File: src/rtl/spram_arb.sv
// spram_arb -- two-port arbiter in front of a byte-wide single-port RAM.
//
// Port 0 (CPU) and port 1 (loader/DMA) issue byte or 16-bit word accesses.
// A word is split into two byte cycles, little-endian: low byte at ai,
// high byte at ai+1 (wrapping modulo 2^ASZ). Requesters hold their request
// fields stable until ack, so nothing but the granted port index is stored.
//
// Build option: define ARB_RR_EN for round-robin arbitration between
// simultaneous requests; otherwise port 0 has fixed priority.
//
// Ports
//   clk, rst          clock, synchronous active-high reset
//   req*/we*/wd*      request, write (1) / read (0), word (1) / byte (0)
//   ai*, vi*          byte address (low byte of a word), write data
//   vo*               registered read data per port
//   ack*              one-cycle completion pulse
//   busy              FSM not idle
//   m_ai/m_vi/m_we    memory address / write data / write enable
//   m_vo              memory read data, valid the cycle after its address
module spram_arb #(
  parameter int ASZ = 17
) (
  input  logic           clk,
  input  logic           rst,
  input  logic           req0,
  input  logic           req1,
  input  logic           we0,
  input  logic           we1,
  input  logic           wd0,
  input  logic           wd1,
  input  logic [ASZ-1:0] ai0,
  input  logic [ASZ-1:0] ai1,
  input  logic [15:0]    vi0,
  input  logic [15:0]    vi1,
  output logic [15:0]    vo0,
  output logic [15:0]    vo1,
  output logic           ack0,
  output logic           ack1,
  output logic           busy,
  output logic [ASZ-1:0] m_ai,
  output logic [7:0]     m_vi,
  output logic           m_we,
  input  logic [7:0]     m_vo
);

  typedef enum logic [1:0] {
    S_IDLE = 2'd0,
    S_LO   = 2'd1,
    S_HI   = 2'd2,
    S_DONE = 2'd3
  } state_t;

  state_t      state_q, state_d;
  logic        sel_q, sel_d;      // granted port: 0 or 1
  logic [15:0] vo0_q, vo0_d;
  logic [15:0] vo1_q, vo1_d;
`ifdef ARB_RR_EN
  logic        rr_q, rr_d;        // port granted last
`endif

  // Live request fields of the granted port.
  logic           cur_we, cur_wd;
  logic [ASZ-1:0] cur_ai;
  logic [15:0]    cur_vi;
  logic           grant;

  always_comb begin
    cur_we = sel_q ? we1 : we0;
    cur_wd = sel_q ? wd1 : wd0;
    cur_ai = sel_q ? ai1 : ai0;
    cur_vi = sel_q ? vi1 : vi0;
  end

  // Port chosen if the FSM leaves IDLE this cycle.
  always_comb begin
    grant = ~req0;
`ifdef ARB_RR_EN
    if (req0 && req1) grant = ~rr_q;
`endif
  end

  always_comb begin
    state_d = state_q;
    sel_d   = sel_q;
    vo0_d   = vo0_q;
    vo1_d   = vo1_q;
`ifdef ARB_RR_EN
    rr_d    = rr_q;
`endif
    m_ai    = '0;
    m_vi    = '0;
    m_we    = 1'b0;
    ack0    = 1'b0;
    ack1    = 1'b0;

    case (state_q)
      S_IDLE: begin
        if (req0 || req1) begin
          state_d = S_LO;
          sel_d   = grant;
`ifdef ARB_RR_EN
          rr_d    = grant;
`endif
        end
      end

      S_LO: begin
        m_ai    = cur_ai;
        m_vi    = cur_vi[7:0];
        m_we    = cur_we;
        state_d = cur_wd ? S_HI : S_DONE;
      end

      S_HI: begin
        m_ai    = cur_ai + ASZ'(1);   // wraps at the top of memory
        m_vi    = cur_vi[15:8];
        m_we    = cur_we;
        state_d = S_DONE;
        // m_vo now carries the low byte addressed during LO.
        if (!cur_we) begin
          if (sel_q) vo1_d[7:0] = m_vo;
          else       vo0_d[7:0] = m_vo;
        end
      end

      S_DONE: begin
        ack0    = ~sel_q;
        ack1    = sel_q;
        state_d = S_IDLE;
        // m_vo carries the byte addressed in the previous cycle:
        // the whole byte for a byte read, the high byte for a word read.
        if (!cur_we) begin
          if (cur_wd) begin
            if (sel_q) vo1_d[15:8] = m_vo;
            else       vo0_d[15:8] = m_vo;
          end else begin
            if (sel_q) vo1_d = {8'h00, m_vo};
            else       vo0_d = {8'h00, m_vo};
          end
        end
      end

      default: state_d = S_IDLE;
    endcase

    // Reset aborts the in-flight byte cycle too, so a word write cut off
    // in HI never commits its high byte.
    if (rst) begin
      m_ai = '0;
      m_vi = '0;
      m_we = 1'b0;
    end
  end

  always_ff @(posedge clk) begin
    if (rst) begin
      state_q <= S_IDLE;
      sel_q   <= 1'b0;
      vo0_q   <= '0;
      vo1_q   <= '0;
`ifdef ARB_RR_EN
      rr_q    <= 1'b1;   // port 0 wins the first contention
`endif
    end else begin
      state_q <= state_d;
      sel_q   <= sel_d;
      vo0_q   <= vo0_d;
      vo1_q   <= vo1_d;
`ifdef ARB_RR_EN
      rr_q    <= rr_d;
`endif
    end
  end

  assign vo0  = vo0_q;
  assign vo1  = vo1_q;
  assign busy = (state_q != S_IDLE);

endmodule

File: config.mk
export PLATFORM = sky130hd
export DESIGN_NAME = spram_arb
export DESIGN_NICKNAME = d
export VERILOG_FILES = /design/src/rtl/spram_arb.sv
export SDC_FILE = /design/constraint.sdc
export NUM_CORES = 1
export LEC_CHECK = 0
export ABC_AREA = 0
export ABC_CLOCK_PERIOD_IN_PS = 4500
export CORE_UTILIZATION = 39
export DETAILED_ROUTE_END_ITERATION = 12
export PLACE_DENSITY = 0.89
export SLEW_MARGIN = 20
export SYNTH_ARGS = -nofsm -noshare
export SYNTH_HDL_FRONTEND = slang
export SYNTH_SLANG_ARGS = --single-unit
File: constraint.sdc
create_clock -name clk -period 4.5 [get_ports clk]
set_clock_uncertainty 0.2 [all_clocks]
set_input_delay 1.35 -clock clk [delete_from_list [all_inputs] [get_ports clk]]
set_output_delay 1.35 -clock clk [all_outputs]
set_load 0.01 [all_outputs]
## After elaboration in Yosys (flattened, before gate mapping)

Cells that the tools add are included.

| storage, ports and cells | value |
|---|---|
| output and inout port bits | 61 |
| register bits | 35 |
| word-level logic and storage cells | 60 |
| input bits | 82 |

| cells by class | value |
|---|---|
| equal/unequal tests | 11 |
| mux-type cells | 29 |
| $add $sub $neg | 1 |
| bitwise logic cells | 3 |
| reduce and logical (&&, ||, !) cells | 10 |

Operators by type and width:

| operator | number |
|---|---|
| 8-bit two-way mux | 11 |
| 16-bit two-way mux | 3 |
| 8-bit case mux with 2 select lines | 3 |
| 17-bit two-way mux | 2 |
| 17-bit case mux with 2 select lines | 1 |
| 17-bit by 1-bit adder with 17-bit output (second input constant) | 1 |
| 2-bit inequality test (second input constant) | 8 |
| 6-bit AND reduction | 2 |
| 2-bit case mux with 4 select lines | 1 |
| 1-bit two-way mux | 7 |
| 3-bit AND reduction | 2 |
| 2-bit equality test (second input constant) | 2 |
| 2-bit nonzero test | 2 |
| 1-bit NOT | 3 |
| 2-bit by 1-bit equality test with 1-bit output (second input constant) | 1 |
| 2-bit zero test | 1 |
| 2-bit two-way mux | 1 |
| 2-bit AND reduction | 1 |
| 2-bit OR reduction | 1 |
| 1-bit logical OR | 1 |

## Longest topological paths before layout

| depth | value |
|---|---|
| depth in word-level cells | 4 |
| mapped depth | 10 |

## Least setup slack after synthesis

No wires, ideal clock.

| path | value |
|---|---|
| path kind | input to output |
| start | input port ai1[0] |
| end | output port m_ai[16] |
| data arrival time | 2726 ps |
| stages | 7 |
| setup slack | 224 ps |
| path through | mux2_2 -> ha_1 -> nand3_1 -> nor2_1 -> o21ai_2 -> or4_1 -> nand3_1 |

| on the way | value |
|---|---|
| longest elaborated chain between the ends | 4 |

RTL lines:

| element | RTL line | RTL |
|---|---|---|
| start, declared | 32 | `input logic [ASZ-1:0] ai1,` |
| 17-bit two-way mux | 70 | `cur_ai = sel_q ? ai1 : ai0;` |
| 17-bit by 1-bit adder with 17-bit output | 115 | `m_ai = cur_ai + ASZ'(1);` |
| 17-bit case mux with 2 select lines | 96 | `case (state_q)` |
| 17-bit two-way mux | 148 | `if (rst) begin` |
| end, declared | 40 | `output logic [ASZ-1:0] m_ai,` |

Every way passes these cells.

## Worst setup path in the final report

| path | value |
|---|---|
| start | input port rst |
| end | output port m_ai[6] |

| on the way | value |
|---|---|
| longest elaborated chain between the ends | 1 |

RTL lines:

| element | RTL line | RTL |
|---|---|---|
| start, declared | 24 | `input logic rst,` |
| 17-bit two-way mux | 148 |  |

Every way passes these cells.

==> flow_summary_export.csv <==
group,metric,value,unit
sta,finalCritPeriodShare,101,%
synth,yosysWarnings,0,
synth,avgSynthCellArea,8.07,um2
drt,vias,3220,
sta,rsz0062_at_grt,"true",
placed_design,portBuffers,142,
layout,nFillCells,503,
layout,layout.cells.most_common,"clkdlybuf4s50_1",
power_and_ir_drop,ir_drop,0.326,mV
floorplan,row_count,29,
layout,regArea,702,um2
synth,synth-edff-count,0,
power_and_ir_drop,p_leak,2.00,nW
synth,ys.flop_type,"dfxtp_1",
sta,max_freq,220,MHz
setup_path,crit_family,"buffers and inverters",
grt,grt_pass1_wl,14.9,mm
sta,slew_headroom,58.2,%
setup_path,cp-end-kind,"primary output",
floorplan,die_h,83.4,um
floorplan,design.core.area,6390,um2
layout,drive_above_1_share,22.4,%
sta,drv_slew,0,
layout,layout_common_cells,"clkdlybuf4s50_1, buf_4, mux2i_1, nor2_1, dfxtp_1",
synth,ys_ff_latch,35,
grt,grt.total_usage,26.2,%
setup_path,worstPathArrival,2.99,ns
drt,via_per_inst,5.57,
cts,numCtsBuffers,5,
drt,drt_iter0_markers,125,
layout,multiInputGateArea,1840,um2
sta,hold_violations,0,
power_and_ir_drop,fin_total_pwr,1.50,mW
synth,synthCells,320,
layout,area_delta_synth_final,76.3,%
sta,whs,0.256,ns
flow_run,cap_viol_max_count,0,
floorplan,start_util,40.4,%
status,status,"complete, but fails checks",
sta,worstMarginPinSlew,0.625,ns
setup_path,slowest_delay,0.45,ns
floorplan,dieWidth,83.4,um
setup_path,critPathBufInv,3,
synth,ys_types,43,
drt,route.detailed.drc,0,
synth,ys_async_sr_fraction,0,%
placed_design,globalplace.congestion,0.895,
setup_path,cp.required,2.95,ns
floorplan,die-area,6950,um2
floorplan,boundaryPins,143,
status,violations,"setup timing",
sta,fin_ws,-0.0404,ns
sta,post-route-min-period,4.54,ns
drt,dr.pass1.iters,5,
synth,ys_seq_area_share,27.1,%
synth,synth.net_count,407,
cts,cts_root_buffer,"clkbuf_8",
layout,nNetsFinal,587,
grt,grt_overflow,0,
synth,syn_area,2580,um2
setup_path,crit_chain,"clkdlybuf4s50_1, nor2b_1, nand2_1, buf_4, nor3_1, nor3_1, a21oi_1, buf_2",
setup_path,cp_common_cell,"nor3_1",
cts,clk_pin_slew_worst_paths,0.07,ns
power_and_ir_drop,power.density,329,nW/um2
placed_design,hpwlAfterDp,6.94,mm
grt,grt_pass1_vias,3223,
sta,setup_viol,3,
drt,antenna_left,0,
setup_path,path_class,"in -> out",
grt,antenna_found_initial,0,
cts,cts_tree,"yes",
min_path,hold_class,"reg -> reg",
drt,wl,9.89,mm
cts,htree_num_levels,2,
setup_path,cp_slowest_cell,"clkdlybuf4s50_1",
cts,cts_buffer_depth,2,
cts,insertion_delay,0.29,ns
cts,cts_sinks,35,
setup_path,start_kind,"primary input",
drt,wl_per_cell,17.1,um
layout,diodes,0,
grt,grt_max_degree,33,
setup_path,crit_path_max_fanout,7,
final cells by class:
cell class,instances,share of cell area (%)
Clock buffer,8,2.20
Tap cell,77,2.12
Inverter,6,0.495
Multi-Input combinational cell,257,40.5
Timing Repair Buffer,195,39.3
Sequential cell,35,15.4
final timing paths:
kind	from	to	slack, ns	cells after the start
worst min-delay path	vo1[13]	vo1[13]	0.26	2
worst max-delay path	rst	m_ai[6]	-0.04	8
worst max register to register	sel_q	vo1[3]	2.35	5
worst min register to register	vo1[13]	vo1[13]	0.26	2
state kept, by name, summed over array words and instances, names as in the netlist:
register  count
sel_q         1
state_q       2
vo0          16
vo1          16
where the power goes:
group / total, mW / internal [mW] / leakage (nW) / switching [mW]
Clock: 0.250 / 0.140 / 0.0515 / 0.110
Sequential: 0.371 / 0.338 / 0.283 / 0.0327
Combinational: 0.879 / 0.433 / 1.66 / 0.446
Total: 1.50 / 0.911 / 2.00 / 0.588
cells by family after synthesis:
group                    share of synthesized area, %
flip-flops                                       27.1
buffers and inverters                            4.90
XOR/XNOR                                         2.04
adder cells (fa/ha/maj)                          2.42
AO/OA/AOI/OAI                                    18.3
multiplexers                                     21.4
AND/OR/NAND/NOR                                  23.8
cell usage after synthesis (5+ instances only):
master / n / area, um2
o21ai_0: 13 / 65.1
nand4_1: 8 / 50.1
nor2_1: 37 / 139
dfxtp_1: 35 / 701
ha_1: 5 / 62.6
xor2_1: 5 / 43.8
a21oi_1: 26 / 130
inv_1: 6 / 22.5
nor2b_1: 5 / 31.3
clkbuf_1: 14 / 52.6
nand3_1: 22 / 110
nand2_1: 35 / 131
o22a_1: 8 / 70.1
mux2i_1: 39 / 390
mux2_2: 12 / 135
repair_timing:
action                     4_1_cts  5_1_grt
hold buffers                     0        0
setup endpoints to repair       26       11
pin swaps                       13       15
resized for setup              105       36
setup buffers                    9        5
routing by layer:
metal	part of all wire, %	GRT usage (%)	vias up
met2	52	48.7	165
met4	3.1	8.78	0
met3	9.6	8.75	30
li1	-	-	1510
met5	0	0	-
met1	35	27.3	1515
stage by stage:
stage	TNS, ns	cells	instance area [um2]	worst slack, ns	util [%]
2_1_floorplan	0	320	2580	0.224	-
3_3_place_gp	-8.46	556	4300	-0.806	67.4
3_5_place_dp	-9.08	556	4300	-0.901	67.4
4_1_cts	-0.179	573	4470	-0.120	69.9
5_1_grt	-0.396	578	4550	-0.225	71.3
6_report	-0.0674	578	4550	-0.0404	71.3
tightest hold or removal path, stage by stage (launching register included):
cell and delay, ns:
dfxtp_1 0.31, nand2_1 0.05, a21oi_1 0.05
Note: power is estimated with default switching activity, not from simulation.
